**config.mk**
```make
export PLATFORM = sky130hd
export DESIGN_NAME = fetch_unit
export DESIGN_NICKNAME = d
export VERILOG_FILES = /design/src/rtl/fetch_pkg.sv /design/src/rtl/fetch_queue.sv /design/src/rtl/fetch_unit.sv
export SDC_FILE = /design/constraint.sdc
export NUM_CORES = 1
export LEC_CHECK = 0
export CAP_MARGIN = 20
export CORE_ASPECT_RATIO = 2
export CORE_MARGIN = 1
export CORE_UTILIZATION = 50
export CTS_CLUSTER_DIAMETER = 40
export DETAILED_ROUTE_END_ITERATION = 10
export PLACE_DENSITY = 0.78
export SLEW_MARGIN = 20
export SYNTH_ARGS = -nofsm -noshare
export SYNTH_HDL_FRONTEND = slang
export SYNTH_SLANG_ARGS = --single-unit
```
**constraint.sdc**
```tcl
create_clock -name i_clk -period 3.6 [get_ports i_clk]
set_input_delay 0.72 -clock i_clk [delete_from_list [all_inputs] [get_ports i_clk]]
set_output_delay 0.72 -clock i_clk [all_outputs]
set_load 0.01 [all_outputs]
```
**src/rtl/fetch_pkg.sv**
```systemverilog
// Shared constants, FSM states and queue entry layout for the instruction fetch stage.
package fetch_pkg;

    localparam int ADDR_W  = 14;
    localparam int INSTR_W = 18;

    localparam logic [ADDR_W-1:0] MEM_BASE_ADDR = 14'h2000;
    localparam logic [ADDR_W-1:0] MEM_TOP_ADDR  = 14'h3FFF;

    typedef enum logic {
        FETCH = 1'b0,
        FAULT = 1'b1
    } fetch_state_e;

    typedef struct packed {
        logic [ADDR_W-1:0]  pc;
        logic [INSTR_W-1:0] instr;
    } fetch_entry_t;

endpackage

```
**src/rtl/fetch_queue.sv**
```systemverilog
// Small synchronous FIFO of fetched {pc, instr} entries; flush dominates push and pop.
module fetch_queue
    import fetch_pkg::*;
#(
    parameter int DEPTH = 2
) (
    input  logic         i_clk,
    input  logic         i_rst_n,
    input  logic         push,
    input  logic         pop,
    input  logic         flush,
    input  fetch_entry_t push_entry,
    output logic         full,
    output logic         empty,
    output fetch_entry_t head
);

    localparam int PW = $clog2(DEPTH);

    fetch_entry_t mem [DEPTH];
    logic [PW-1:0] wr_ptr;
    logic [PW-1:0] rd_ptr;
    logic [PW:0]   count;
    logic          do_push;
    logic          do_pop;

    assign full    = (count == (PW+1)'(DEPTH));
    assign empty   = (count == '0);
    assign do_push = push && !full;
    assign do_pop  = pop && !empty;
    assign head    = mem[rd_ptr];

    // Storage is reset too so the head presented to the decoder reads zero out of reset.
    always_ff @(posedge i_clk or negedge i_rst_n) begin
        if (!i_rst_n) begin
            wr_ptr <= '0;
            rd_ptr <= '0;
            count  <= '0;
            for (int i = 0; i < DEPTH; i++) begin
                mem[i] <= '0;
            end
        end else if (flush) begin
            wr_ptr <= '0;
            rd_ptr <= '0;
            count  <= '0;
        end else begin
            if (do_push) begin
                mem[wr_ptr] <= push_entry;
                wr_ptr      <= wr_ptr + PW'(1);
            end
            if (do_pop) begin
                rd_ptr <= rd_ptr + PW'(1);
            end
            case ({do_push, do_pop})
                2'b10:   count <= count + (PW+1)'(1);
                2'b01:   count <= count - (PW+1)'(1);
                default: count <= count;
            endcase
        end
    end

endmodule

```
**src/rtl/fetch_unit.sv**
```systemverilog
// Instruction fetch stage: owns the PC, buffers fetched instructions for the decoder, handles redirects/faults.
// Optional build macro FETCH_PERF_EN adds saturating push and stall counters.
module fetch_unit
    import fetch_pkg::*;
#(
    parameter int QUEUE_DEPTH = 2
) (
    input  logic               i_clk,
    input  logic               i_rst_n,
    output logic [ADDR_W-1:0]  o_instr_address,
    input  logic [INSTR_W-1:0] i_instruction,
    output logic               o_instr_valid,
    output logic [INSTR_W-1:0] o_instr,
    output logic [ADDR_W-1:0]  o_instr_pc,
    input  logic               i_instr_ready,
    input  logic               i_redirect_valid,
    input  logic [ADDR_W-1:0]  i_redirect_pc,
    output logic               o_fault
`ifdef FETCH_PERF_EN
    ,
    output logic [31:0]        o_fetch_count,
    output logic [31:0]        o_stall_count
`endif
);

    fetch_state_e      state;
    fetch_state_e      state_next;
    logic [ADDR_W-1:0] pc;
    logic [ADDR_W-1:0] pc_next;
    logic              q_push;
    logic              q_pop;
    logic              q_full;
    logic              q_empty;
    logic              target_legal;
    fetch_entry_t      q_head;

    assign target_legal = (i_redirect_pc >= MEM_BASE_ADDR) && (i_redirect_pc <= MEM_TOP_ADDR);

    // Redirect blocks the handshake so nothing about to be flushed is consumed.
    assign o_instr_valid = !q_empty && !i_redirect_valid;
    assign q_pop         = o_instr_valid && i_instr_ready;
    assign q_push        = (state == FETCH) && !i_redirect_valid && !q_full;

    always_comb begin
        state_next = state;
        pc_next    = pc;
        if (i_redirect_valid) begin
            pc_next    = i_redirect_pc;
            state_next = target_legal ? FETCH : FAULT;
        end else if (q_push) begin
            pc_next = (pc == MEM_TOP_ADDR) ? MEM_BASE_ADDR : pc + ADDR_W'(1);
        end
    end

    always_ff @(posedge i_clk or negedge i_rst_n) begin
        if (!i_rst_n) begin
            state <= FETCH;
            pc    <= MEM_BASE_ADDR;
        end else begin
            state <= state_next;
            pc    <= pc_next;
        end
    end

    fetch_queue #(
        .DEPTH (QUEUE_DEPTH)
    ) u_queue (
        .i_clk      (i_clk),
        .i_rst_n    (i_rst_n),
        .push       (q_push),
        .pop        (q_pop),
        .flush      (i_redirect_valid),
        .push_entry ('{pc: pc, instr: i_instruction}),
        .full       (q_full),
        .empty      (q_empty),
        .head       (q_head)
    );

    assign o_instr_address = pc;
    assign o_instr         = q_head.instr;
    assign o_instr_pc      = q_head.pc;
    assign o_fault         = (state == FAULT);

`ifdef FETCH_PERF_EN
    function automatic logic [31:0] sat_inc(input logic [31:0] v);
        return (v == '1) ? v : v + 32'd1;
    endfunction

    // Counters survive redirects; only reset clears them.
    always_ff @(posedge i_clk or negedge i_rst_n) begin
        if (!i_rst_n) begin
            o_fetch_count <= '0;
            o_stall_count <= '0;
        end else begin
            if (q_push) begin
                o_fetch_count <= sat_inc(o_fetch_count);
            end
            if ((state == FETCH) && q_full) begin
                o_stall_count <= sat_inc(o_stall_count);
            end
        end
    end
`endif

endmodule

```
==> results.py, run 1 <==
metrics = {
    "global_route": {
        "grt_overflow": 0,
        "grt_pass1_wl_um": 13500,
        "grt_pass1_vias": 2847,
        "grt_max_degree": 84,
        "grt_use_total": 0.215,
        "antenna_found_initial": 0,
    },
    "die": {
        "num_io_pins": 84,
        "die_area_sq_um": 8410,
        "die_y_um": 129,
        "core_area_sq_um": 7660,
        "core.rowCount": 45,
        "die_x_um": 65.3,
        "start_util": 0.524,
    },
    "yosys": {
        "synth_top_family_by_area": "multiplexers",
        "syn_nets": 334,
        "synth_cell_types": 39,
        "synth_ff_type": "dfrtp_1",
        "synth-seq-area-share": 0.518,
        "synth_compound_area_frac": 0.0393,
        "syn_inst": 297,
        "synth.most_common_cell": "dfrtp_1",
        "yosys_warnings": 0,
        "synth-simple-area-share": 0.0795,
        "synth_edf_count": 0,
        "synth_mux_area_frac": 0.297,
        "synth_fa_ha_area_frac": 0.00312,
        "synth-seq-cells": 83,
        "synth_top_area_frac": 0.511,
        "synth_xor_area_frac": 0.0240,
        "synthArstFlopShare": 1.00,
        "netlist_top_cells_count": "dfrtp_1 (82), mux2_2 (65), mux2_4 (30)",
        "synthTopCellsByArea": "dfrtp_1 (51%), mux2_2 (18%), mux2_4 (11%), xor2_1 (2.0%), nand2_1 (1.8%)",
        "syn_avg_cell_area_sq_um": 13.5,
        "synthesis.area_sq_um": 4010,
        "yosys.area.top_type": "dfrtp_1",
    },
    "timing": {
        "layout_min_cycle_time_ps": 2850,
        "fin_ws_ps": 754,
        "hold_violations": 0,
        "fmax_ghz": 0.351,
        "finalSetupTns_ps": 0,
        "slew_violations": 0,
        "setup_viol": 0,
        "slew_headroom": 0.506,
        "grt_setup_unrepaired": "no",
        "fin_crit_sh": 0.791,
        "clock_skew_ps": 3.52,
        "worst_slew_pin_slew_ps": 741,
    },
    "route": {
        "drtAntennaViolNets": 0,
        "drc": 0,
        "num_vias": 2648,
        "viasPerCell": 5.56,
        "first_pass_iters": 4,
        "drt-wirelength-per-cell_um": 17.7,
        "wirelength_um": 8410,
        "drt_iter0_drc": 101,
    },
    "run": {
        "cap_violations": 0,
    },
    "final_layout": {
        "drive_gt1_frac": 0.314,
        "num_antenna_cells": 0,
        "nets": 414,
        "area_growth_syn_to_layout_pct": 29.3,
    },
    "critical_path": {
        "cp.required_ps": 2880,
        "critPathCaptureType": "output port",
        "critical_path_class": "reg2out",
        "critPathArrivalTime_ps": 2130,
        "cp-start-kind": "flop",
        "r2r-start": "u_queue.count[1]",
        "crit_start": "u_queue.rd_ptr",
        "worstPathMaxFanout": 24,
    },
    "clock_tree": {
        "cts-buffers-inserted": 9,
        "cts-resized-gates": 0,
        "cts_tree": "yes",
        "postCtsSetupBuffers": 0,
        "clock_sinks": 83,
        "cts_max_path_buffers": 2,
        "cts.clk_slew.worst_paths_ps": 60,
        "cts_root_buffer": "clkbuf_16",
        "ctsHoldBuffers": 0,
        "clk_latency_ps": 330,
        "h-tree-depth": 3,
    },
    "power": {
        "p_per_area_nw_per_um2": 686,
        "ir_drop_uv": 347,
        "p_leak_nw": 2.15,
    },
    "outcome": {
        "status": "finished clean",
    },
    "placement": {
        "hpwl_um": 5460,
        "pre_cts_ws_ps": 913,
        "portBuffers": 83,
        "gp_congestion": 0.866,
    },
    "hold_path": {
        "hold_class": "in2async",
    },
}
[metal layers]
layer,track usage,vias to the layer above,routed length (um)
met5,0,-,0
met4,0.123,0,245
met3,0.0363,19,355
met2,0.365,84,4510
met1,0.250,1335,3300
li1,-,1210,-
[logic make-up after synthesis]
logic type / count (synthesis)
multiplexers: 96
adder cells (fa/ha/maj): 1
flip-flops: 83
AO/OA/AOI/OAI: 28
XOR/XNOR: 11
AND/OR/NAND/NOR: 60
buffers and inverters: 18
[stage by stage]
step / total power [mW] / std cells / hold slack (ps) / utilization / instance area, sq um
6_report: 3.56 / 476 / 422 / 0.678 / 5190
3_3_place_gp: 2.48 / 460 / 463 / 0.632 / 4840
3_5_place_dp: 2.53 / 460 / 472 / 0.632 / 4840
4_1_cts: 3.59 / 476 / 484 / 0.677 / 5180
2_1_floorplan: 2.05 / 297 / 424 / - / 4010
5_1_grt: 3.73 / 476 / 494 / 0.678 / 5190
[area by class of cell]
class                           count  area [sq um]
Clock buffer                       11           243
Clock inverter                      5           100
Fill cell                         588          2470
Inverter                            1          3.75
Multi-Input combinational cell    196          1780
Sequential cell                    83          2080
Tap cell                           94           118
Timing Repair Buffer               86           867
[power by group]
group	switching (mW)	leakage [nW]	internal, mW
combinational	0.364	0.987	0.724
sequential	0.197	0.992	1.23
clock	0.350	0.169	0.694
total	0.911	2.15	2.65
[cells in the final DEF (no fill, tap or decap), types with 2 or more instances in the layout]
| cell type | n |
|---|---|
| nor3_1 | 2 |
| mux2_4 | 30 |
| clkbuf_16 | 9 |
| nor2b_1 | 3 |
| xor2_1 | 9 |
| dfrtp_1 | 82 |
| and3_1 | 3 |
| nand4_1 | 6 |
| bufinv_16 | 3 |
| mux2_2 | 65 |
| a21oi_1 | 8 |
| nor2_1 | 11 |
| buf_4 | 2 |
| nand3_1 | 6 |
| nand2_1 | 19 |
| xnor2_1 | 2 |
| clkinv_2 | 2 |
| clkdlybuf4s50_1 | 82 |
| o21ai_0 | 13 |
[state kept, by name, summed over array words and instances (netlist names)]
signal / flops
u_queue.wr_ptr: 1
o_fault: 1
u_queue.count: 2
u_queue.rd_ptr: 1
u_queue.mem: 64
o_instr_address: 14
[critical path, stage by stage (launching register included)]
cell and delay (ps):
dfrtp_1 660, buf_12 260, mux2_2 370, clkdlybuf4s50_1 500
[worst paths after layout]
path | slack (ps) | end | cells past startpoint
setup / recovery | 750 | o_instr_pc[6] | 3
hold / removal | 420 | u_queue.mem[59] | 1
setup reg to reg | 1400 | u_queue.mem[18] | 5
hold reg to reg | 480 | u_queue.mem[52] | 1
max in group asynchronous | 2670 | o_instr_address[6] | 1
min in group i_clk | 480 | u_queue.mem[52] | 1
(Power assumes the default switching activity.)
==> inputs of run 2 (changes only) <==
CORE_UTILIZATION = 46   (was 50)
PLACE_DENSITY = 0.76   (was 0.78)
clock period = 2.3 ns   (was 3.6 ns; I/O delays follow)
==> run 2 against run 1 <==
Net effect:
- critical path depth did not move
- clock power rose by 31%
- critical endpoint is now o_instr[12]
- register-to-register slack got worse by 1000 ps
- setup slack got worse by 690 ps
- clock skew rose by 2.9 ps
- utilization fell by 4.5 points
- highest routed layer unchanged
- hold slack got worse by 330 ps
- routed wire length rose by 1.1%
- die area rose by 8.5%
- first-iteration DRC count fell by 4.0%
==> results.py, run 2 (synthesized netlist as in run 1, its figures left out) <==
metrics = {
    "die": {
        "core_area_sq_um": 8350,
        "die_area_sq_um": 9120,
        "start_util": 0.481,
        "num_io_pins": 84,
        "die_x_um": 68.0,
        "die_y_um": 134,
        "core.rowCount": 47,
    },
    "global_route": {
        "grt_overflow": 0,
        "grt_pass1_vias": 2728,
        "grt_pass1_wl_um": 13500,
        "antenna_found_initial": 0,
        "grt_max_degree": 38,
        "grt_use_total": 0.201,
    },
    "critical_path": {
        "critPathArrivalTime_ps": 1780,
        "cp.required_ps": 1840,
        "r2r-start": "o_instr_address[0]",
        "critPathCaptureType": "output port",
        "reg2reg_to": "o_instr_address[10]",
        "critical_path_class": "reg2out",
        "r2r_slack_ps": 400,
        "reg2reg_depth": 6,
        "cp-start-kind": "flop",
        "worstPathMaxFanout": 12,
    },
    "route": {
        "num_vias": 2661,
        "viasPerCell": 5.46,
        "drc": 0,
        "drt-wirelength-per-cell_um": 17.5,
        "drt_iter0_drc": 97,
        "drtAntennaViolNets": 0,
        "first_pass_iters": 4,
        "wirelength_um": 8500,
    },
    "timing": {
        "grt_setup_unrepaired": "no",
        "fin_ws_ps": 63.7,
        "finalSetupTns_ps": 0,
        "fin_crit_sh": 0.972,
        "slew_violations": 0,
        "fmax_ghz": 0.447,
        "hold_violations": 0,
        "layout_min_cycle_time_ps": 2240,
        "setup_viol": 0,
        "worst_slew_pin_slew_ps": 536,
        "slew_headroom": 0.639,
        "clock_skew_ps": 6.41,
    },
    "clock_tree": {
        "ctsHoldBuffers": 0,
        "cts_tree": "yes",
        "postCtsSetupBuffers": 0,
        "cts.clk_slew.worst_paths_ps": 60,
        "cts_max_path_buffers": 2,
        "clk_latency_ps": 330,
        "cts-buffers-inserted": 9,
        "clock_sinks": 83,
        "h-tree-depth": 3,
        "cts_root_buffer": "clkbuf_16",
    },
    "outcome": {
        "status": "finished clean",
    },
    "final_layout": {
        "final_common_cell": "dfrtp_1",
        "regMostFlops": "u_queue.mem",
        "nets": 422,
        "final_cell_mix": "dfrtp_1 (81), clkdlybuf4s50_1 (72), mux2_2 (65)",
        "area_growth_syn_to_layout_pct": 31.6,
        "drive_gt1_frac": 0.324,
        "largest_reg_flops": 64,
        "final_area_sq_um": 5280,
        "num_antenna_cells": 0,
    },
    "power": {
        "ir_drop_uv": 506,
        "p_leak_nw": 2.27,
        "p_per_area_nw_per_um2": 1000,
    },
    "placement": {
        "pre_cts_ws_ps": 271,
        "gp_congestion": 0.884,
        "portBuffers": 83,
        "placed_cell_area_sq_um": 4950,
        "hpwl_um": 5700,
    },
    "run": {
        "cap_violations": 0,
    },
    "hold_path": {
        "hold_class": "in2async",
    },
}
## run 2: changes by cell type in the layout (fill, tap and decap cells not counted), sizes merged
cell / previous run / this run
clkdlybuf4s50: 82 / 72
buf: 4 / 11
dlymetal6s2s: 0 / 10
clkbuf: 11 / 13
bufinv: 3 / 1
## run 2: how the worst max path moves through the flow
stage                           startpoint         endpoint  slack (ps)  cells past startpoint
after floorplan                    o_fault   u_queue.mem[0]         470                      8
after global placement    i_redirect_valid    o_instr_valid         300                      3
after detailed placement  i_redirect_valid  u_queue.mem[38]         270                      5
after CTS                   u_queue.rd_ptr    o_instr_pc[6]          40                      3
after global routing        u_queue.rd_ptr    o_instr_pc[6]           3                      3
final                       u_queue.rd_ptr      o_instr[12]          60                      3
## run 2: cell type report
type / instances / area [sq um]
fillers: 682 / 3070
multi-input cells: 196 / 1780
well taps: 98 / 123
inverters: 1 / 3.75
clock buffers: 12 / 236
repair buffers: 94 / 1020
clock inverters: 3 / 40.0
flip-flops and latches: 83 / 2080
## run 2: layer usage
metal / wire (um) / track usage
met1: 3260 / 0.230
met2: 4730 / 0.345
met3: 354 / 0.0417
met4: 154 / 0.0903
met5: 0 / 0
## run 2: repair_timing
item,in CTS,in global routing
endpoints found under the hold margin,0,0
gates resized for setup,0,12
setup endpoints to repair,0,3
## run 2: through the flow
step / power [mW] / std cells / hold slack (ps) / utilization
floorplan: 3.21 / 297 / 164 / -
global placement: 3.91 / 471 / 443 / 0.593
detailed placement: 3.98 / 471 / 453 / 0.593
CTS: 5.37 / 486 / 94.6 / 0.626
global route: 5.57 / 487 / 115 / 0.632
finish: 5.31 / 487 / 91.8 / 0.632
## run 2: report_power, final
group	switching (mW)	leakage (nW)	internal, mW
Clock	0.525	0.136	0.832
Sequential	0.301	0.991	1.93
Combinational	0.573	1.14	1.15
## run 2: worst max-delay path: stages (launching register included)
cell and delay [ps]:
dfrtp_2 440, clkbuf_16 200, mux2_2 330, clkdlybuf4s50_1 480
==> inputs of run 3 (changes only) <==
CORE_UTILIZATION = 50   (was 46)
PLACE_DENSITY = 0.78   (was 0.76)
clock period = 2.8 ns   (was 2.3 ns; I/O delays follow)
==> run 3 against run 2 <==
Net effect:
- clock skew down 2.8 ps
- global-route usage grew 0.31 points
- utilization rose by 4.5 points
- via count fell by 2.7%
- setup slack better by 290 ps
- sequential cell count unchanged
- critical path depth did not move
- combinational power is 18% lower
- register-to-register slack improved by 300 ps
- clock power is 18% lower
- sequential share of layout area is 0.71 points higher
- critical path type unchanged
- critical endpoint is now o_instr_pc[6]
- largest cell class unchanged
==> results.py, run 3 (synthesized netlist as in run 1, its figures left out) <==
metrics = {
    "outcome": {
        "status": "finished clean",
    },
    "final_layout": {
        "area_growth_syn_to_layout_pct": 29.2,
        "nets": 419,
        "largest_reg_flops": 64,
        "drive_gt1_frac": 0.320,
        "regMostFlops": "u_queue.mem",
        "fillCellCount": 612,
        "num_antenna_cells": 0,
        "final_cell_mix": "clkdlybuf4s50_1 (82), dfrtp_1 (82), mux2_2 (65)",
        "final_area_sq_um": 5180,
        "final_core_util": 0.677,
    },
    "placement": {
        "gp_congestion": 0.903,
        "placed_cell_area_sq_um": 4890,
        "pre_cts_ws_ps": 349,
        "hpwl_um": 5670,
        "portBuffers": 83,
    },
    "critical_path": {
        "reg2reg_depth": 6,
        "slowest_stage": "clkdlybuf4s50_1",
        "cp_top_family": "buffers and inverters",
        "cp_num_cells": 3,
        "critical_path_class": "reg2out",
        "critPathCaptureType": "output port",
        "cp-start-kind": "flop",
        "worstPathMaxFanout": 24,
        "cp_num_buf_inv": 2,
        "crit_path_max_incr_delay_ps": 500,
        "cp.required_ps": 2240,
        "path_cells": "buf_4, mux2_2, clkdlybuf4s50_1",
        "critPathArrivalTime_ps": 1890,
    },
    "clock_tree": {
        "ctsHoldBuffers": 0,
        "h-tree-depth": 3,
        "clk_latency_ps": 330,
        "cts_tree": "yes",
        "cts-resized-gates": 0,
        "clock_sinks": 83,
        "cts-buffers-inserted": 9,
        "cts_root_buffer": "clkbuf_16",
        "cts.clk_slew.worst_paths_ps": 60,
        "postCtsSetupBuffers": 0,
        "cts_max_path_buffers": 2,
    },
    "power": {
        "cell_internal_pwr_mw": 3.22,
        "switchingPower_mw": 1.13,
        "p_per_area_nw_per_um2": 839,
        "p_clk_frac": 0.258,
        "pwr-share-seq": 0.419,
        "switching_share": 0.261,
        "ir_drop_uv": 407,
        "p_comb_frac": 0.323,
        "p_leak_nw": 2.15,
    },
    "route": {
        "drtAntennaViolNets": 0,
        "viasPerCell": 5.38,
        "wirelength_um": 8050,
        "num_vias": 2589,
        "drc": 0,
        "first_pass_iters": 4,
        "drt-wirelength-per-cell_um": 16.7,
        "drt_iter0_drc": 72,
    },
    "die": {
        "num_io_pins": 84,
        "die_x_um": 65.3,
        "core_area_sq_um": 7660,
        "start_util": 0.524,
        "core.rowCount": 45,
        "die_y_um": 129,
        "die_area_sq_um": 8410,
    },
    "timing": {
        "fin_ws_ps": 353,
        "worst_slew_pin_slew_ps": 652,
        "finalSetupTns_ps": 0,
        "grt_setup_unrepaired": "no",
        "clock_skew_ps": 3.60,
        "slew_headroom": 0.564,
        "setup_viol": 0,
        "fmax_ghz": 0.409,
        "timing.hold.ws_ps": 223,
        "hold_violations": 0,
        "slew_violations": 0,
        "fin_crit_sh": 0.874,
        "layout_min_cycle_time_ps": 2450,
    },
    "global_route": {
        "antenna_found_initial": 0,
        "grt_max_degree": 47,
        "grt_use_total": 0.204,
        "grt_overflow": 0,
        "grt_pass1_vias": 2701,
        "grt_pass1_wl_um": 12900,
    },
    "hold_path": {
        "hold_class": "in2async",
    },
    "run": {
        "cap_violations": 0,
    },
}
[run 3: cell types whose count changed in the layout (fill, tap and decap cells not counted), sizes merged]
cell           delta
clkdlybuf4s50    +10
clkbuf            +2
clkinv            -1
buf               -2
bufinv            -1
dlymetal6s2s     -10
[run 3: worst register-to-register path, stage by stage, from the launching register on]
cell and delay, ps:
dfrtp_1 420, nor2b_4 170, or2_1 360, nor2_4 150, and2_4 310, buf_12 250, mux2_4 330
[run 3: power groups by stage]
stage	Combinational, mW	Sequential [mW]	Clock (mW)
2_1_floorplan	0.874	1.77	0
3_3_place_gp	1.39	1.81	0
3_5_place_dp	1.42	1.84	0
4_1_cts	1.43	1.83	1.14
5_1_grt	1.50	1.87	1.19
6_report	1.41	1.82	1.12
[run 3: per-layer routing]
metal / GRT usage / routed length (um) / vias to the layer above
met5: 0 / 0 / -
met1: 0.232 / 3200 / 1292
met2: 0.361 / 4400 / 68
met3: 0.0372 / 328 / 9
li1: - / - / 1220
met4: 0.0946 / 121 / 0
[run 3: final cells by class]
type / instances / area, sq um / area share
well taps: 94 / 118 / 0.0227
clock inverters: 1 / 5.00 / 0.000965
inverters: 1 / 3.75 / 0.000724
clock buffers: 15 / 288 / 0.0555
flip-flops and latches: 83 / 2080 / 0.401
multi-input cells: 196 / 1780 / 0.343
repair buffers: 91 / 913 / 0.176
[run 3: worst paths after layout]
kind / startpoint / end / slack (ps)
setup / recovery: u_queue.rd_ptr / o_instr_pc[6] / 350
hold / removal: i_rst_n / u_queue.mem[58] / 220
setup reg to reg: u_queue.count[1] / u_queue.mem[26] / 700
hold reg to reg: u_queue.mem[52] / u_queue.mem[52] / 490
max in group asynchronous: i_rst_n / o_instr_address[0] / 1890
min in group i_clk: u_queue.mem[52] / u_queue.mem[52] / 490
[run 3: metrics by stage]
| stage | total power, mW | cells |
|---|---|---|
| 2_1_floorplan | 2.64 | 297 |
| 3_3_place_gp | 3.20 | 465 |
| 3_5_place_dp | 3.26 | 465 |
| 4_1_cts | 4.40 | 481 |
| 5_1_grt | 4.57 | 481 |
| 6_report | 4.35 | 481 |
==> variant 1 (flow settings as in run 2) <==
Set the package constant `ADDR_W` to 16 (it was 14).
--- a/src/rtl/fetch_pkg.sv
+++ b/src/rtl/fetch_pkg.sv
@@ -2,5 +2,5 @@
 package fetch_pkg;
 
-    localparam int ADDR_W  = 14;
+    localparam int ADDR_W  = 16;
     localparam int INSTR_W = 18;
 
Interface: changed (resized i_redirect_pc, o_instr_address and o_instr_pc); port bits go from 84 to 90. No check against the original RTL was run, so the function may have changed too.
==> variant 1 against run 2 <==
Setup slack worse by 0.025 ns. Synthesized cell count up 11%. Via count up 11%. Fmax down 1.1%. Sequential power down 4%. Wire length up 13%. Final area up 8.2%. Sequential cell count up 6. Power down 2.6%. Hold slack worse by 0.0071 ns. Area after synthesis up 3.6%. Critical endpoint is now o_instr[16]. Highest routed layer unchanged.
==> variant 1: results (changes against run 2) <==
\begin{tabular}{lr}
\hline
Metric & Value \\
\hline
\multicolumn{2}{l}{\textbf{Run status}} \\
Outcome & finished, final reports clean \\
\multicolumn{2}{l}{\textbf{Place}} \\
Count of buffers inserted at the top-level ports & 89 (+7.2\%) \\
Placed instance count & 511 (+8.5\%) \\
Total cell area at the placement stage & 5220 um\^{}2 (+5.5\%) \\
Final HPWL from detailed placement & 6480 um (+14\%) \\
Setup slack at placement & 0.199 ns (-0.0719 ns) \\
\multicolumn{2}{l}{\textbf{Final layout}} \\
Final Cell Area & 5720 um\^{}2 (+8.2\%) \\
Layout sequential cell count & 89 (+7.2\%) \\
CLK BUF & 10 (-2) \\
Footprint of the multi-input gates & 1830 um\^{}2 (+2.7\%) \\
Post-layout instance count excluding filler cells & 540 (+11\%) \\
Layout overhead on the synthesized area & 37.5\% \\
Max FFs per register & 68 (+6.3\%) \\
Filler Cell Count & 654 (-4.1\%) \\
\#MultiIn Comb & 217 (+11\%) \\
Data buffer area share & 0.203 (+0.0102) \\
Clock-cell share of area & 0.0619 (+0.00958) \\
Fraction of final layout cells sized beyond drive strength 1 & 0.348 (+0.0238) \\
Sequential portion of the cell area & 0.390 (-0.00372) \\
Non-clock buffer count & 113 (+20\%) \\
Number of nets at the end of the flow & 474 (+12\%) \\
\multicolumn{2}{l}{\textbf{Setup path}} \\
Maximum net fanout on the critical path & 15 (+3) \\
Worst Path Arrival & 1.80 ns (+0.02 ns) \\
\multicolumn{2}{l}{\textbf{Pwr}} \\
P\_leak & 2.63 nW (+16\%) \\
Combinational share of power & 0.254 (-0.070) \\
VDD IR-drop max & 0.591 mV (+17\%) \\
Switching power & 1.32 mW (-5.6\%) \\
Switching power as a share of total power & 0.256 (-0.00797) \\
Power drawn by the clock network & 1.70 mW (+25\%) \\
\multicolumn{2}{l}{\textbf{Clock network}} \\
Inserted Clock Buffers & 9 (unchanged) \\
\multicolumn{2}{l}{\textbf{Logic synthesis}} \\
Syn nets & 368 (+10\%) \\
Most common library cells after synthesis & mux2\_2, dfrtp\_1, nand2\_1 \\
Distinct cells, synth & 44 (+13\%) \\
Async set-or-reset flop fraction in the synthesized netlist & 1.00 (unchanged) \\
Post-synth top flop & dfrtp\_1 \\
Most area-consuming cells after synthesis & dfrtp\_1, mux2\_2, nand2\_1, o21ai\_0, nor2\_1 \\
Synthesized instance count & 329 (+11\%) \\
Sequential share of the synthesized area & 0.536 (+0.0180) \\
\multicolumn{2}{l}{\textbf{GRT}} \\
First-pass GRT wire length & 15400 um (+15\%) \\
Overall routing resource usage & 0.213 (+0.0122) \\
Pin count of the biggest net entering global routing & 37 (-2.6\%) \\
Number of global-route vias before repair & 3018 (+11\%) \\
\multicolumn{2}{l}{\textbf{Drt}} \\
Detailed Route Iter0 Violations & 125 (+29\%) \\
Average wire per standard cell & 17.9 um (+2.3\%) \\
Average vias per placed instance & 5.49 (+0.49\%) \\
\multicolumn{2}{l}{\textbf{STA}} \\
Clock skew after layout & 0.00403 ns (-0.00237 ns) \\
Rel. slew slack & 0.568 (-0.0707) \\
\hline
\end{tabular}
-- variant 1: cell types whose count changed after synthesis, sizes merged, moves of 3 or more --
cell | run 2 | this run
dfrtp | 82 | 88
inv | 1 | 4
clkbuf | 8 | 5
mux2 | 96 | 101
nand4 | 6 | 2
buf | 9 | 13
nor3 | 3 | 6
nand2 | 19 | 27
and3 | 3 | 0
and4 | 0 | 3
xor2 | 9 | 5
-- variant 1: kinds of logic after synthesis --
family / share of synthesized area
mux: 0.278
flops: 0.536
simple gates: 0.0843
compound gates: 0.0572
buf+inv: 0.0265
xor+xnor: 0.0147
fa+ha+maj: 0.00301
-- variant 1: worst paths after layout --
check	cells past startpoint	slack, ns	endpoint	start
hold reg to reg	2	0.48	u_queue.mem[24]$_DFFE_PN0P_	u_queue.mem[24]$_DFFE_PN0P_
max in group asynchronous	2	1.56	u_queue.mem[30]$_DFFE_PN0P_	i_rst_n
min in group i_clk	2	0.48	u_queue.mem[24]$_DFFE_PN0P_	u_queue.mem[24]$_DFFE_PN0P_
setup / recovery	3	0.04	o_instr[16]	u_queue.rd_ptr$_DFFE_PN0P_
setup reg to reg	5	0.24	o_instr_address[9]$_DFFE_PN0P_	u_queue.count[1]$_DFFE_PN0P_
hold / removal	1	0.08	o_instr_address[2]$_DFFE_PN0P_	i_rst_n
-- variant 1: routing by layer --
metal,GRT usage,routed length (um),vias to the layer above
met2,0.368,5180,84
met3,0.0348,319,24
met1,0.255,3810,1466
li1,-,-,1391
met5,0,0,-
met4,0.109,327,0
-- variant 1: repair_timing --
item	4_1_cts	5_1_grt
endpoints found under the setup margin	34	19
gates resized for setup	17	17
buffers inserted	1	11
gates cloned	1	0
-- variant 1: critical path, cell delays in order, from the launching register on --
cell             delay, ns
dfrtp_2               0.46
buf_12                0.17
mux2_2                0.34
clkdlybuf4s50_1       0.48
==> variant 2 (config.mk and constraints of run 2) <==
Made on the original files. Register the output `o_fault`; this adds one clock of latency there. The other outputs are not delayed to match.
--- a/src/rtl/fetch_unit.sv
+++ b/src/rtl/fetch_unit.sv
@@ -80,5 +80,7 @@
     assign o_instr         = q_head.instr;
     assign o_instr_pc      = q_head.pc;
-    assign o_fault         = (state == FAULT);
+    always_ff @(posedge i_clk) begin
+        o_fault <= (state == FAULT);
+    end
 
 `ifdef FETCH_PERF_EN
Function: changed (Yosys sat finds a counterexample within 4 cycles, from zero or initial values and one cycle with i_rst_n low).
==> variant 2 against run 2 <==
Area after synthesis increased by 0.50%. Utilization decreased by 0.69 points. Clock skew decreased by 0.00071 ns. Setup slack got worse by 0.017 ns. Final area increased by 1.7%. Sequential share of layout area decreased by 0.30 points. Power increased by 8.1%. Cell count increased by 1.0%. Global-route usage increased by 0.32 points. Sequential cell count increased by 1. Wire length increased by 1.8%. Largest cell class unchanged.
==> variant 2: results (changes against run 2) <==
\begin{tabular}{lr}
\hline
Metric & Value \\
\hline
\multicolumn{2}{l}{\textbf{GRT}} \\
Number of global-route vias before repair & 2781 (+1.9\%) \\
Pin count of the biggest net entering global routing & 47 (+24\%) \\
First-pass GRT wire length & 13700 um (+2.0\%) \\
Overall routing resource usage & 0.204 (+0.00319) \\
\multicolumn{2}{l}{\textbf{Drt}} \\
M1 WL & 3400 um (+4.1\%) \\
Average wire per standard cell & 17.6 um (+0.77\%) \\
Detailed Route Iter0 Violations & 130 (+34\%) \\
Met2 routed WL & 4730 um (about the same) \\
\multicolumn{2}{l}{\textbf{Clock network}} \\
Post-CTS clock slew at the launch and capture registers of the worst setup and hold paths & 0.06 ns (about the same) \\
CTS root buffer & clkbuf\_16 \\
\multicolumn{2}{l}{\textbf{Setup path}} \\
Reg-to-reg startpoint & u\_queue.count[1]\$\_DFFE\_PN0P\_ \\
Maximum net fanout on the critical path & 6 (-6) \\
Worst R2R End & u\_queue.mem[1]\$\_DFFE\_PN0P\_ \\
\multicolumn{2}{l}{\textbf{Final layout}} \\
Fraction of final layout cells sized beyond drive strength 1 & 0.334 (+0.0103) \\
Number of nets at the end of the flow & 424 (+0.47\%) \\
\multicolumn{2}{l}{\textbf{Pwr}} \\
P\_leak & 2.24 nW (-1.2\%) \\
VDD IR-drop max & 0.478 mV (-5.4\%) \\
Internal power component & 4.28 mW (+9.5\%) \\
\multicolumn{2}{l}{\textbf{Logic synthesis}} \\
EDFF count, synth & 0 (unchanged) \\
Distinct cells, synth & 40 (+2.6\%) \\
Sequential share of the synthesized area & 0.520 (+0.00239) \\
\multicolumn{2}{l}{\textbf{Place}} \\
Final weighted congestion of routability-driven global placement & 0.848 (-4.1\%) \\
Final HPWL from detailed placement & 5910 um (+3.7\%) \\
\multicolumn{2}{l}{\textbf{STA}} \\
Worst-margin pin slew & 0.583 ns (+0.0469 ns) \\
Clock skew after layout & 0.00569 ns (-0.000712 ns) \\
\multicolumn{2}{l}{\textbf{Run status}} \\
Outcome & finished, final reports clean \\
\hline
\end{tabular}
==> variant 2: cell count changes in the layout (fill, tap and decap cells not counted), sizes merged <==
cell           before  now
dlymetal6s2s       10    1
buf                11   12
clkinv              2    3
bufinv              1    4
clkbuf             13   10
dfxtp               0    1
clkdlybuf4s50      72   81
==> variant 2: how the worst max path moves through the flow <==
stage	to	slack, ns
after global routing	o_instr_pc[12]	-0.02
final	o_instr_pc[12]	0.05
after floorplan	u_queue.mem[0]$_DFFE_PN0P_	0.53
after CTS	o_instr_pc[6]	0.02
after detailed placement	u_queue.mem[33]$_DFFE_PN0P_	0.27
after global placement	o_instr_valid	0.30
==> variant 2: kinds of logic (layout without fill, tap and decap cells) <==
group	count (synthesis)	after routing	share of synthesized area
buffers and inverters	18	112	0.0385
flip-flops	84	84	0.520
adder cells (fa/ha/maj)	1	1	0.00310
XOR/XNOR	11	11	0.0239
AO/OA/AOI/OAI	28	28	0.0391
AND/OR/NAND/NOR	60	60	0.0791
multiplexers	96	96	0.296
==> variant 2: layout make-up <==
class / instances / share of cell area
Timing Repair Buffer: 95 / 0.186
Clock inverter: 7 / 0.0258
Clock buffer: 9 / 0.0419
Multi-Input combinational cell: 196 / 0.331
Tap cell: 100 / 0.0233
Sequential cell: 84 / 0.391
Inverter: 1 / 0.000699
==> variant 2: worst max-delay path: stages, from the launching register on <==
cell and delay [ns]:
dfrtp_2 0.43, buf_4 0.18, mux2_2 0.36, clkdlybuf4s50_1 0.48
==> variant 2: repair_timing <==
item,CTS,global route
setup endpoints to repair,0,18
gates resized for setup,0,2
hold buffers,0,0
endpoints found under the hold margin,0,0
==> variant 2: metal layers <==
| layer | vias to the layer above | global-route usage |
|---|---|---|
| met5 | - | 0 |
| met4 | 0 | 0.103 |
| met3 | 15 | 0.0493 |
| met2 | 65 | 0.328 |
| met1 | 1330 | 0.247 |
| li1 | 1232 | - |
==> variant 2: stage by stage <==
stage | TNS, ns | std cells | worst slack [ns] | util | instance area [um^2]
6_report | 0 | 492 | 0.0468 | 0.626 | 5370
5_1_grt | -0.114 | 492 | -0.0164 | 0.626 | 5370
2_1_floorplan | 0 | 298 | 0.531 | - | 4030
3_5_place_dp | 0 | 475 | 0.268 | 0.580 | 4980
4_1_cts | 0 | 491 | 0.0150 | 0.622 | 5340
3_3_place_gp | 0 | 475 | 0.298 | 0.580 | 4980
==> variant 2: power groups by stage <==
| stage | registers (mW) | clock network [mW] | logic [mW] |
|---|---|---|---|
| after floorplan | 2.17 | 0 | 1.06 |
| after global placement | 2.23 | 0 | 1.71 |
| after detailed placement | 2.26 | 0 | 1.75 |
| after CTS | 2.25 | 1.77 | 1.76 |
| after global routing | 2.30 | 1.85 | 1.86 |
| final | 2.25 | 1.75 | 1.74 |
